**src/rtl/frame_bank_sched.sv**
```systemverilog
// frame_bank_sched
//   Picks the bank the camera writes and the bank the reader scans in a
//   RAM split into NUM_BANKS (2 or 3) frame-sized banks. The reader never
//   sees a partially written frame and always takes the newest complete one.
//
// Ports
//   clk_50      system clock, rising edge
//   reset       synchronous, active-high
//   wr_sof      pulse: camera start of frame
//   wr_eof      pulse: camera frame complete
//   wr_abort    pulse: discard current camera frame
//   rd_sof      pulse: reader starting a new scan
//   wr_bank     bank the camera writes
//   wr_active   camera write-enable gate
//   rd_bank     bank the reader scans
//   rd_valid    a complete frame has reached the reader since reset
//   rd_new      1-cycle pulse: last rd_sof switched to a fresh frame
//   frame_cnt   completed frames (wrapping)
//   drop_cnt    completed frames never shown (saturating)
//   repeat_cnt  rd_sof events with no fresh frame (saturating)
//
// Build option
//   FRAME_BANK_STATS_EN  when defined, drop_cnt/repeat_cnt are counted;
//                        otherwise those ports are tied to zero.
module frame_bank_sched #(
  parameter int NUM_BANKS = 3,
  parameter int CNT_W     = 16
) (
  input  logic             clk_50,
  input  logic             reset,
  input  logic             wr_sof,
  input  logic             wr_eof,
  input  logic             wr_abort,
  input  logic             rd_sof,
  output logic [1:0]       wr_bank,
  output logic             wr_active,
  output logic [1:0]       rd_bank,
  output logic             rd_valid,
  output logic             rd_new,
  output logic [CNT_W-1:0] frame_cnt,
  output logic [CNT_W-1:0] drop_cnt,
  output logic [CNT_W-1:0] repeat_cnt
);

  typedef enum logic {W_IDLE, W_ACTIVE} wstate_e;

  wstate_e          st_q, st_d;
  logic [1:0]       wr_bank_q, wr_bank_d;
  logic [1:0]       rd_bank_q, rd_bank_d;
  logic [1:0]       rdy_bank_q, rdy_bank_d;
  logic             rdy_valid_q, rdy_valid_d;
  logic             rd_valid_q, rd_valid_d;
  logic             rd_new_q, rd_new_d;
  logic [CNT_W-1:0] frame_cnt_q, frame_cnt_d;

`ifdef FRAME_BANK_STATS_EN
  logic [CNT_W-1:0] drop_q, drop_d;
  logic [CNT_W-1:0] repeat_q, repeat_d;
  logic [1:0]       drop_inc;
  logic             repeat_inc;

  function automatic logic [CNT_W-1:0] sat_add(input logic [CNT_W-1:0] a,
                                               input logic [1:0]       inc);
    logic [CNT_W:0] s;
    s = {1'b0, a} + {{(CNT_W-1){1'b0}}, inc};
    return s[CNT_W] ? '1 : s[CNT_W-1:0];
  endfunction
`endif

  // Events are applied in order abort/eof, rd_sof, wr_sof; each step works
  // on the *_d values left by the step before it.
  always_comb begin
    st_d        = st_q;
    wr_bank_d   = wr_bank_q;
    rd_bank_d   = rd_bank_q;
    rdy_bank_d  = rdy_bank_q;
    rdy_valid_d = rdy_valid_q;
    rd_valid_d  = rd_valid_q;
    rd_new_d    = 1'b0;
    frame_cnt_d = frame_cnt_q;
`ifdef FRAME_BANK_STATS_EN
    drop_inc    = 2'd0;
    repeat_inc  = 1'b0;
`endif

    if (st_q == W_ACTIVE) begin
      if (wr_abort) begin
        st_d = W_IDLE;
      end else if (wr_eof) begin
        frame_cnt_d = frame_cnt_q + CNT_W'(1);
`ifdef FRAME_BANK_STATS_EN
        if (rdy_valid_q) drop_inc = drop_inc + 2'd1;
`endif
        rdy_bank_d  = wr_bank_q;
        rdy_valid_d = 1'b1;
        st_d        = W_IDLE;
      end
    end

    if (rd_sof) begin
      if (rdy_valid_d) begin
        rd_bank_d   = rdy_bank_d;
        rdy_valid_d = 1'b0;
        rd_valid_d  = 1'b1;
        rd_new_d    = 1'b1;
      end else begin
`ifdef FRAME_BANK_STATS_EN
        if (rd_valid_q) repeat_inc = 1'b1;
`endif
      end
    end

    if (wr_sof) begin
      st_d = W_ACTIVE;
      if (NUM_BANKS == 2) begin
        wr_bank_d = (rd_bank_d == 2'd0) ? 2'd1 : 2'd0;
        // Only two banks: a waiting frame in the write bank gets overwritten.
        if (rdy_valid_d && (rdy_bank_d == wr_bank_d)) begin
          rdy_valid_d = 1'b0;
`ifdef FRAME_BANK_STATS_EN
          drop_inc = drop_inc + 2'd1;
`endif
        end
      end else begin
        // Lowest bank held neither by the reader nor by a waiting frame.
        if ((rd_bank_d != 2'd0) && !(rdy_valid_d && (rdy_bank_d == 2'd0)))
          wr_bank_d = 2'd0;
        else if ((rd_bank_d != 2'd1) && !(rdy_valid_d && (rdy_bank_d == 2'd1)))
          wr_bank_d = 2'd1;
        else
          wr_bank_d = 2'd2;
      end
    end

`ifdef FRAME_BANK_STATS_EN
    drop_d   = sat_add(drop_q, drop_inc);
    repeat_d = sat_add(repeat_q, {1'b0, repeat_inc});
`endif
  end

  always_ff @(posedge clk_50) begin
    if (reset) begin
      st_q        <= W_IDLE;
      wr_bank_q   <= 2'd1;
      rd_bank_q   <= 2'd0;
      rdy_bank_q  <= 2'd0;
      rdy_valid_q <= 1'b0;
      rd_valid_q  <= 1'b0;
      rd_new_q    <= 1'b0;
      frame_cnt_q <= '0;
`ifdef FRAME_BANK_STATS_EN
      drop_q      <= '0;
      repeat_q    <= '0;
`endif
    end else begin
      st_q        <= st_d;
      wr_bank_q   <= wr_bank_d;
      rd_bank_q   <= rd_bank_d;
      rdy_bank_q  <= rdy_bank_d;
      rdy_valid_q <= rdy_valid_d;
      rd_valid_q  <= rd_valid_d;
      rd_new_q    <= rd_new_d;
      frame_cnt_q <= frame_cnt_d;
`ifdef FRAME_BANK_STATS_EN
      drop_q      <= drop_d;
      repeat_q    <= repeat_d;
`endif
    end
  end

  assign wr_bank   = wr_bank_q;
  assign wr_active = (st_q == W_ACTIVE);
  assign rd_bank   = rd_bank_q;
  assign rd_valid  = rd_valid_q;
  assign rd_new    = rd_new_q;
  assign frame_cnt = frame_cnt_q;
`ifdef FRAME_BANK_STATS_EN
  assign drop_cnt   = drop_q;
  assign repeat_cnt = repeat_q;
`else
  assign drop_cnt   = '0;
  assign repeat_cnt = '0;
`endif

endmodule

```
**config.mk**
```make
export PLATFORM = sky130hd
export DESIGN_NAME = frame_bank_sched
export DESIGN_NICKNAME = d
export VERILOG_FILES = /design/src/rtl/frame_bank_sched.sv
export SDC_FILE = /design/constraint.sdc
export NUM_CORES = 1
export LEC_CHECK = 0
export ABC_AREA = 1
export CAP_MARGIN = 25
export CORE_AREA = 10 10 71 67
export CTS_BUF_LIST = sky130_fd_sc_hd__clkbuf_16
export DETAILED_ROUTE_END_ITERATION = 8
export DIE_AREA = 0 0 81 77
export PLACE_DENSITY = 0.8
export SLEW_MARGIN = 20
export SYNTH_ARGS = -nofsm -noshare
export SYNTH_HDL_FRONTEND = slang
export SYNTH_SLANG_ARGS = --single-unit
export TNS_END_PERCENT = 20
```
**constraint.sdc**
```tcl
create_clock -name clk_50 -period 2.8 [get_ports clk_50]
set_clock_uncertainty 0.2 [all_clocks]
set_input_delay 0.7 -clock clk_50 [delete_from_list [all_inputs] [get_ports clk_50]]
set_output_delay 0.7 -clock clk_50 [all_outputs]
set_load 0.02 [all_outputs]
```
# Word level (Yosys, flattened, before mapping)
# Index checks and enable logic that the tools add are counted.
# totals
out_inout_bits	55
ff_bits	26
input_bits	6
elab_cells	40
# classes
muxes	16
bitwise_logic	2
reduce_logical	11
n_addsub	1
eq_ne	2
# op_table
cell	n
16-bit by 1-bit adder with 16-bit output, second input constant	1
2-bit 2-to-1 mux	7
1-bit 2-to-1 mux	9
1-bit logical AND	4
3-bit AND reduction	1
2-bit by 1-bit equality test with 1-bit output, second input constant	1
1-bit zero test	2
2-bit zero test	1
2-bit by 1-bit inequality test with 1-bit output, second input constant	1
1-bit NOT	2
2-bit AND reduction	1
2-bit nonzero test	1
2-bit OR reduction	1

# Depth between registers and ports, before layout
# Gate-level depths: netlist (run 1).
# depth
ltp_word	9
ltp_mapped	11
depth_no_buf	10

# Worst setup path before layout (run 1)
# Ideal clock, no wire load.
# synth_path
path_kind	input to register
from	input wr_abort
to	register frame_cnt_q[12] (netlist: frame_cnt[12])
stages	8
setup_time_ns	0.119
t_arrival_ns	1.522
required_time_ns	2.481
n_path_buf	0
setup_slack_ns	0.959
cell_sequence	inv_2 > nand3_4 > nor3_4 > nand3_2 > nor2_2 > nand2_1 > o21ai_0 > a21oi_1
# synth_via
elab_chain_len	2
# synth_rtl
item	line_no	rtl
start: declaration	33	input logic wr_abort,
1-bit NOT (no source line)	-	
3-bit AND reduction (no source line)	-	
end signal: assignment	163	frame_cnt_q <= frame_cnt_d;
end: declaration	54	logic [CNT_W-1:0] frame_cnt_q, frame_cnt_d;
# No other way between the ends.
# A chain may end at the register's enable or synchronous reset.

# Worst setup path in the final report (run 1)
# layout_path
from	input wr_eof
to	register frame_cnt_q[12] (netlist: frame_cnt[12])
# layout_via
elab_chain_len	1
# layout_rtl
item	line_no	rtl
start: declaration	32	input logic wr_eof,
3-bit AND reduction (no source line)	-	
# No other way between the ends.

==> results of run 1 <==
[layer usage]
metal	share of wire [%]	global-route usage (%)	up-vias	wire [um]
met5	0	0	-	0
met4	1.1	3.11	0	33
met3	12	5.36	4	351
met2	49	15.8	36	1470
met1	38	8.81	502	1110
li1	-	-	602	-
[report_power, final]
group	internal (W)	switching (W)
registers	0.000376	0.00000489
clock network	0.000189	0.000121
logic	0.0000267	0.0000756
total	0.000592	0.000201
[how the worst min path moves through the flow]
stage	start	end	slack (ps)
final	rd_valid	rd_valid	280
after CTS	rd_valid	rd_valid	280
after global placement	rd_valid	rd_valid	250
after detailed placement	rd_valid	rd_valid	270
after global routing	rd_valid	rd_valid	320
after floorplan	rdy_bank_q[1]	rdy_bank_q[1]	330
[cell usage in the layout, fill, tap and decap left out, drive strengths merged]
cell type       n
nor2           22
a31oi           1
a211oi          2
clkdlybuf4s50  28
buf             1
o21ai          10
nor3            4
a21oi          15
o221a           1
inv            25
ha              1
nand3           7
dfxtp          26
conb           32
nand2          43
clkbuf          3
o21a            1
[area by class of cell]
cell class,instances,area (sq um),share of cell area (%)
flip-flops and latches,26,520,30.0
multi-input cells,139,701,40.4
clock buffers,3,75.1,4.33
inverters,25,93.8,5.42
well taps,44,55.1,3.18
repair buffers,29,288,16.6
[worst max-delay path, cell delays in order]
cell             delay (ps)
clkdlybuf4s50_1         540
nand3_4                 200
nor3_4                  250
nand3_2                 130
nor2_2                  170
nand2_1                  80
o21ai_0                 150
a21oi_1                  50
[through the flow]
stage	area [sq um]	worst slack, ps	cells
CTS	1730	461	266
detailed placement	1660	202	263
finish	1730	470	266
floorplan	1580	959	225
global placement	1660	277	263
global route	1730	344	266
[state kept, by name (all words and copies together) (netlist names)]
register and count:
frame_cnt 16, rd_bank 2, rdy_bank_q 2, wr_bank 2, rd_new 1, rd_valid 1
rdy_valid_q 1, wr_active 1
[logic make-up after synthesis]
logic type                 after synthesis  synth area share [%]
buffers and inverters                   60                  24.3
other                                    1                 0.257
DFF                                     26                  35.7
adders and majority gates                1                 0.857
AOI/OAI and AO/OA                       30                  12.3
and+or+nand+nor                         76                  26.6
[cells in the mapped netlist (7+ instances only)]
cell type / instances / area share, %
a21oi_1: 13 / 4.5
inv_1: 24 / 6.2
nand2_1: 34 / 8.7
o21ai_0: 7 / 2.4
nor2_1: 17 / 4.4
nand2_2: 9 / 3.9
dfxtp_1: 26 / 36
buf_4: 32 / 16
==> run_results.csv, run 1 <==
group,metric,value,unit
run_status,status,"complete, no violations",
clock_tree,cts_max_level,1,
timing,min_period_over_period,83.2,%
routing,drcViolationCount,0,
critical_path,r2r_start,"frame_cnt[0]",
routing,vias,1144,
worst_hold_path,whs_path_depth,2,
final_layout,diodes,0,
placement,portBuffers,28,
yosys,synth-edff-count,0,
clock_tree,ctsResizeCount,0,
pwr,power,0.000793,W
placement,dp_hpwl,2.37,mm
critical_path,cp.required,2750,ps
floorplanning,die_h,77,um
yosys,synthDistinctLibCells,28,
critical_path,crit_end,"frame_cnt[12]",
timing,fmax,429,MHz
routing,totalWireLength,2.97,mm
global_routing,grt_use_total,9.16,%
final_layout,post-route-util,52.5,%
floorplanning,num_io_pins,61,
critical_path,criticalPathCategory,"input port to flop",
clock_tree,root_buffer,"clkbuf_16",
global_routing,grt_pass1_wl,4.59,mm
routing,firstDrtPassIters,6,
clock_tree,ctsHoldBuffers,0,
timing,grt_setup_unrepaired,"false",
floorplanning,rows,20,
yosys,avgSynthCellArea,7.52,sq um
timing,min_period,2330,ps
clock_tree,clockBufferDepth,2,
critical_path,crit_fanout,12,
floorplanning,start_util,44.2,%
routing,first_iter_violations,46,
yosys,async_flop_share,0,%
clock_tree,worstSkewPairLatency,260,ps
clock_tree,cts_tree,"built",
critical_path,cp-startpoint,"wr_eof",
timing,hold_viol,0,
global_routing,antenna_found_initial,0,
critical_path,r2r-end,"frame_cnt[12]",
global_routing,grt_pass1_vias,1029,
worst_hold_path,hold_class,"flop to flop",
timing,whs,280,ps
yosys,synth_ff_type,"dfxtp_1",
clock_tree,postCtsSetupRepairBufs,0,
pwr,p_leak,0.713,nW
floorplanning,die_w,81,um
global_routing,overflow,0,
clock_tree,clk_pin_slew,60,ps
pwr,powerDensity,458,nW/um^2
timing,slew_violations,0,
flow_run,maxCapViolCount,0,
yosys,yosysSeqAreaShare,35.7,%
clock_tree,cts_buffers,3,
floorplanning,core-area,3300,sq um
critical_path,r2r_cells,8,
final_layout,drive_above_1_share,12.2,%
yosys,synth_cells,194,
final_layout,nFillCells,331,
yosys,synth_area,1460,sq um
critical_path,worstPathArrival,2280,ps
placement,gp_congestion,0.790,
clock_tree,cts_sinks,26,
timing,fin_setup_tns,0,ps
routing,routedWlPerCell,11.1,um
yosys,yosysWarningCount,0,
floorplanning,die_area,6240,sq um
critical_path,reg2reg_slack,1040,ps
pwr,max-vdd-ir-drop,0.000301,V
critical_path,start_kind,"input port",
routing,drtAntennaViolNets,0,
global_routing,grt_max_degree,15,
routing,via_per_inst,4.30,
final_layout,nets,231,
timing,report.final.setup_viol,0,
yosys,ys_seq_elements,26,
critical_path,crit_path_end_kind,"flop",
final_layout,area_growth,18.8,%
(Power assumes the default switching activity.)
==> inputs of run 2 (changes only) <==
--- a/config.mk
+++ b/config.mk
@@ -7,11 +7,11 @@
 export LEC_CHECK = 0
 export ABC_AREA = 1
 export CAP_MARGIN = 25
-export CORE_AREA = 10 10 71 67
+export CORE_AREA = 10 10 77 72
 export CTS_BUF_LIST = sky130_fd_sc_hd__clkbuf_16
 export DETAILED_ROUTE_END_ITERATION = 8
-export DIE_AREA = 0 0 81 77
-export PLACE_DENSITY = 0.8
+export DIE_AREA = 0 0 87 82
+export PLACE_DENSITY = 0.71
 export SLEW_MARGIN = 20
 export SYNTH_ARGS = -nofsm -noshare
 export SYNTH_HDL_FRONTEND = slang
==> constraint.sdc (replaced) <==
create_clock -name clk_50 -period 2.05 [get_ports clk_50]
set_clock_uncertainty 0.2 [all_clocks]
set_input_delay 0.5125 -clock clk_50 [delete_from_list [all_inputs] [get_ports clk_50]]
set_output_delay 0.5125 -clock clk_50 [all_outputs]
set_load 0.02 [all_outputs]
==> run 2 against run 1 <==
  * Setup slack lost 430 ps
  * Non-clock buffer count up 13
  * Wire length up 1.3%
  * Sequential power increased by 37%
  * Clock power grew 39%
  * Final area grew 7.9%
  * First-iteration DRC count grew 11%
  * Via count increased by 3.8%
  * Critical path depth down 7
  * Critical path type is now flop to primary output
  * Largest cell class unchanged
==> run_results.csv, run 2 (same netlist as run 1, synthesis figures left out) <==
group,metric,value,unit
critical_path,crit_chain,"clkdlybuf4s50_1",
clock_tree,worstSkewPairLatency,260,ps
critical_path,worstPathArrival,1300,ps
critical_path,critPathBufInv,1,
routing,first_iter_violations,51,
floorplanning,num_io_pins,61,
run_status,status,"complete, no violations",
placement,gp_congestion,0.814,
floorplanning,start_util,36.6,%
final_layout,area_growth,28.1,%
clock_tree,root_buffer,"clkbuf_16",
placement,dpl_worst_slack,-199,ps
routing,drcViolationCount,0,
floorplanning,die_w,87,um
global_routing,grt_pass1_wl,4.92,mm
final_layout,final_cell_mix,"33 x nand2_1, 32 x conb_1, 26 x dfxtp_1",
pwr,max-vdd-ir-drop,0.000327,V
routing,drtAntennaViolNets,0,
floorplanning,die_area,7130,sq um
placement,dp_hpwl,2.47,mm
critical_path,crit_path_max_incr_delay,630,ps
flow_run,maxCapViolCount,0,
timing,setup_ws,42.0,ps
routing,top_layer,"met4",
clock_tree,ctsHoldBuffers,0,
worst_hold_path,hold_class,"flop to flop",
routing,route.met2.wl,1.43,mm
final_layout,layout_commonest_cell,"nand2_1",
floorplanning,rows,22,
critical_path,criticalPathCategory,"flop to primary output",
timing,min_period,2010,ps
floorplanning,core-area,3990,sq um
routing,met3_length,336,um
final_layout,nets,244,
worst_hold_path,min_to,"rd_valid",
critical_path,cp.required,1340,ps
final_layout,final_area,1870,sq um
routing,routedWlPerCell,10.6,um
placement,placed_cell_area,1770,sq um
critical_path,r2r-end,"frame_cnt[12]",
clock_tree,cts_buffers,3,
global_routing,antenna_found_initial,0,
worst_hold_path,whs_path_depth,2,
global_routing,grt_use_total,8.46,%
global_routing,grt_max_degree,15,
final_layout,drive_above_1_share,17.4,%
pwr,p_leak,0.836,nW
global_routing,grt_pass1_vias,1092,
critical_path,crit_fanout,4,
routing,firstDrtPassIters,4,
critical_path,r2r_start,"frame_cnt[0]",
timing,report.final.setup_viol,0,
timing,slew_violations,0,
global_routing,overflow,0,
critical_path,r2r_cells,8,
final_layout,diodes,0,
clock_tree,clockBufferDepth,2,
critical_path,start_kind,"flop",
timing,min_period_over_period,98.0,%
critical_path,crit_path_end_kind,"primary output",
timing,fmax,498,MHz
routing,via_per_inst,4.18,
pwr,powerDensity,590,nW/um^2
routing,wl_met1,1.19,mm
timing,grt_setup_unrepaired,"false",
floorplanning,die_h,82,um
final_layout,largest_register_ffs,16,
timing,hold_viol,0,
worst_hold_path,min_from,"rd_valid",
clock_tree,cts_sinks,26,
clock_tree,clk_pin_slew,60,ps
critical_path,reg2reg_slack,400,ps
critical_path,cp_top_family,"buffers and inverters",
clock_tree,cts_tree,"built",
routing,vias,1187,
routing,totalWireLength,3.01,mm
critical_path,timing.critical_path.slowest_stage_cell,"clkdlybuf4s50_1",
placement,portBuffers,28,
clock_tree,cts_max_level,1,
final_layout,post-route-util,46.8,%
==> run 2: changes by cell type in the layout (fill, tap and decap cells not counted), sizes merged <==
cell | previous run | this run
clkinv | 0 | 1
buf | 1 | 14
dlymetal6s2s | 0 | 4
clkdlybuf4s50 | 28 | 24
==> run 2: cell type report <==
cell class	instances	area, sq um
Fill cell	401	2120
Clock inverter	1	3.75
Tap cell	48	60.1
Inverter	25	93.8
Sequential cell	26	520
Clock buffer	3	75.1
Multi-Input combinational cell	139	708
Timing Repair Buffer	42	408
==> run 2: repair_timing <==
action	CTS	global route
resized for setup	0	6
setup endpoints to repair	0	6
buffers inserted	0	0
==> run 2: layer usage <==
layer  global-route usage [%]  up-vias
li1                         -      629
met1                     8.65      516
met2                     14.6       37
met3                     3.86        5
met4                     3.88        0
met5                        0        -
==> run 2: power by group <==
part	switching, W	internal [W]	total (W)
combinational	0.000107	0.0000439	0.000151
sequential	0.00000708	0.000514	0.000521
clock	0.000169	0.000261	0.000430
==> run 2: how the worst max path moves through the flow <==
stage | cells after the start | startpoint | to
after floorplan | 8 | frame_cnt[1] | frame_cnt[12]
after global routing | 1 | frame_cnt[0] | frame_cnt[0]
after CTS | 1 | wr_active | wr_active
after detailed placement | 10 | wr_eof | wr_bank[0]
final | 1 | frame_cnt[7] | frame_cnt[7]
after global placement | 10 | wr_eof | wr_bank[1]
==> run 2: through the flow <==
stage	setup TNS [ps]	hold slack (ps)	cells	power, W
after floorplan	0	335	225	0.000681
after global placement	-1040	250	280	0.000679
after detailed placement	-1300	270	280	0.000680
after CTS	0	279	284	0.00111
after global routing	0	321	284	0.00114
final	0	277	284	0.00110
==> inputs of run 3 (changes only) <==
--- a/config.mk
+++ b/config.mk
@@ -5,13 +5,14 @@
 export SDC_FILE = /design/constraint.sdc
 export NUM_CORES = 1
 export LEC_CHECK = 0
-export ABC_AREA = 1
 export CAP_MARGIN = 25
-export CORE_AREA = 10 10 77 72
+export CELL_PAD_IN_SITES_DETAIL_PLACEMENT = 0
+export CELL_PAD_IN_SITES_GLOBAL_PLACEMENT = 1
+export CORE_AREA = 10 10 89 83
 export CTS_BUF_LIST = sky130_fd_sc_hd__clkbuf_16
 export DETAILED_ROUTE_END_ITERATION = 8
-export DIE_AREA = 0 0 87 82
-export PLACE_DENSITY = 0.71
+export DIE_AREA = 0 0 99 93
+export PLACE_DENSITY = 0.7
 export SLEW_MARGIN = 20
 export SYNTH_ARGS = -nofsm -noshare
 export SYNTH_HDL_FRONTEND = slang
==> run 3 against run 2 <==
  * Worst hold slack lost 34 ps
  * Sequential power is essentially flat
  * Sequential cell count is the same
  * Final cell count shrank 3.9%
  * Wire length grew 10%
  * Combinational power shrank 13%
  * Clock-buffer cell count is the same
  * Area after synthesis shrank 0.86%
  * Setup slack is essentially flat
  * Critical endpoint is now wr_bank[0]
  * Highest routed layer unchanged
==> run_results.csv, run 3 <==
group,metric,value,unit
run_status,status,"complete, no violations",
placement,dp_hpwl,2.66,mm
yosys,yosys.cell_count.top_type,"buf_4",
floorplanning,core-area,5560,sq um
yosys,ys_top_cells_by_area,"dfxtp_1 36%, buf_4 17%, nor2_1 4.7%, xnor2_1 3.6%, a21oi_1 2.8%",
pwr,powerDensity,579,nW/um^2
final_layout,drive_above_1_share,15.3,%
global_routing,antenna_found_initial,0,
floorplanning,start_util,26.0,%
yosys,synth_area,1450,sq um
timing,report.final.setup_viol,0,
timing,fin_setup_tns,0,ps
routing,routedWlPerCell,12.1,um
clock_tree,cts_max_level,1,
critical_path,criticalPathCategory,"input port to flop",
critical_path,r2r_cells,4,
yosys,synth-edff-count,0,
global_routing,overflow,0,
critical_path,r2r_start,"frame_cnt[3]",
yosys,synthSimpleGateAreaFrac,24.7,%
yosys,ys_seq_elements,26,
final_layout,nets,211,
floorplanning,die_w,99,um
placement,portBuffers,28,
routing,firstDrtPassIters,4,
routing,drtAntennaViolNets,0,
worst_hold_path,min_from,"rd_valid",
yosys,synthXorXnorAreaFrac,5.45,%
global_routing,grt_pass1_wl,5.57,mm
worst_hold_path,hold_class,"flop to flop",
final_layout,nFillCells,590,
global_routing,grt_use_total,7.25,%
routing,vias,1123,
placement,gp_congestion,0.754,
yosys,synthDistinctLibCells,41,
pwr,power,0.00109,W
critical_path,r2r-end,"frame_cnt[13]",
routing,totalWireLength,3.30,mm
timing,slew_violations,0,
pwr,p_leak,0.931,nW
critical_path,start_kind,"input port",
clock_tree,postCtsSetupRepairBufs,0,
final_layout,largest_register_ffs,16,
worst_hold_path,whs_path_depth,2,
clock_tree,cts_tree,"built",
yosys,synth_ff_type,"dfxtp_1",
clock_tree,cts_sinks,26,
floorplanning,die_h,93,um
worst_hold_path,min_to,"rd_valid",
flow_run,maxCapViolCount,0,
yosys,yosysWarningCount,0,
global_routing,grt_pass1_vias,1124,
routing,first_iter_violations,37,
pwr,max-vdd-ir-drop,0.000334,V
clock_tree,clockBufferDepth,2,
yosys,synth_adder_area_share,0.865,%
final_layout,final_cell_mix,"32 x conb_1, 26 x dfxtp_1, 18 x nor2_1",
yosys,async_flop_share,0,%
yosys,yosys.area.top_type,"dfxtp_1",
yosys,avgSynthCellArea,8.98,sq um
final_layout,multi_input_area,757,sq um
yosys,synth_top_family_by_area,"simple AND/OR/NAND/NOR gates",
critical_path,reg2reg_slack,250,ps
timing,fmax,498,MHz
timing,min_period_over_period,97.9,%
clock_tree,root_buffer,"clkbuf_16",
timing,whs,244,ps
yosys,synth_top_area_share,36.0,%
yosys,synthMuxAreaShare,2.94,%
yosys,synth-compound-area-share,9.69,%
critical_path,crit_fanout,2,
final_layout,diodes,0,
critical_path,crit_path_end_kind,"flop",
clock_tree,clk_pin_slew,70,ps
critical_path,cp.required,2000,ps
floorplanning,rows,26,
timing,min_period,2010,ps
timing,hold_viol,0,
clock_tree,worstSkewPairLatency,260,ps
final_layout,register_area,520,sq um
critical_path,worstPathArrival,1960,ps
floorplanning,num_io_pins,61,
yosys,synth_cells,161,
yosys,ys_top_cells_by_count,"32 x buf_4, 26 x dfxtp_1, 18 x nor2_1",
yosys,yosysSeqAreaShare,36.0,%
global_routing,grt_max_degree,15,
clock_tree,ctsHoldBuffers,0,
final_layout,area_growth,30.1,%
final_layout,layout_commonest_cell,"conb_1",
routing,via_per_inst,4.11,
clock_tree,cts_buffers,3,
floorplanning,die_area,9210,sq um
routing,drcViolationCount,0,
==> run 3: changes by cell type in the layout (fill, tap and decap cells not counted), sizes merged, moves of 6 or more <==
cell	delta
inv	-20
o21ai	-7
nand2	-38
a21oi	-7
dlygate4sd2	+7
clkdlybuf4s50	-11
xnor2	+6
==> run 3: logic make-up after synthesis <==
| logic type | count (synthesis) |
|---|---|
| adders and majority gates | 1 |
| and+or+nand+nor | 56 |
| DFF | 26 |
| AOI/OAI and AO/OA | 21 |
| xor gates and xnor gates | 9 |
| buffers and inverters | 43 |
| muxes | 4 |
| other | 1 |
==> run 3: worst max path at each step <==
stage | to | slack (ps) | cells past startpoint | start
global placement | wr_bank[0] | -350 | 6 | wr_eof
global route | wr_bank[0] | -4 | 6 | rd_sof
detailed placement | wr_bank[0] | -380 | 6 | wr_eof
floorplan | frame_cnt[12] | 150 | 6 | frame_cnt[0]
finish | wr_bank[0] | 40 | 6 | rd_sof
CTS | frame_cnt[4] | 4 | 1 | frame_cnt[4]
==> run 3: metal layers <==
layer  part of all wire (%)  vias to the layer above  GRT usage (%)
li1                       -                      581              -
met1                     44                      500           8.50
met2                     45                       38           10.7
met3                    9.5                        4           3.97
met4                    1.3                        0           3.10
met5                      0                        -              0
==> run 3: worst max-delay path: stages <==
cell	delay, ps
clkdlybuf4s50_1	470
and4b_2	250
a2111oi_2	40
buf_4	140
o31a_1	230
a221o_1	310
==> run 3: cell type report <==
type	instances	area share, %
inverter	5	0.997
clock inverter	1	0.199
sequential	26	27.7
tap	70	4.65
multi-input combinational	123	40.2
clock buffer	3	3.99
timing repair buffer	45	22.3
==> run 3: repair_timing <==
item / CTS / global route
pin swaps: 1 / 0
endpoints found under the setup margin: 9 / 10
resized for setup: 8 / 9
==> run 3: power by group <==
group	switching (W)	internal, W
clock network	0.000178	0.000261
logic	0.0000909	0.0000406
registers	0.00000695	0.000511
==> run 3: through the flow <==
| step | std cells | util [%] | cell area (sq um) | worst slack [ps] |
|---|---|---|---|---|
| 4_1_cts | 273 | 33.4 | 1860 | 4.05 |
| 3_3_place_gp | 269 | 32.1 | 1790 | -350 |
| 3_5_place_dp | 269 | 32.1 | 1790 | -376 |
| 2_1_floorplan | 192 | - | 1560 | 147 |
| 5_1_grt | 273 | 33.8 | 1880 | -4.25 |
| 6_report | 273 | 33.8 | 1880 | 42.4 |
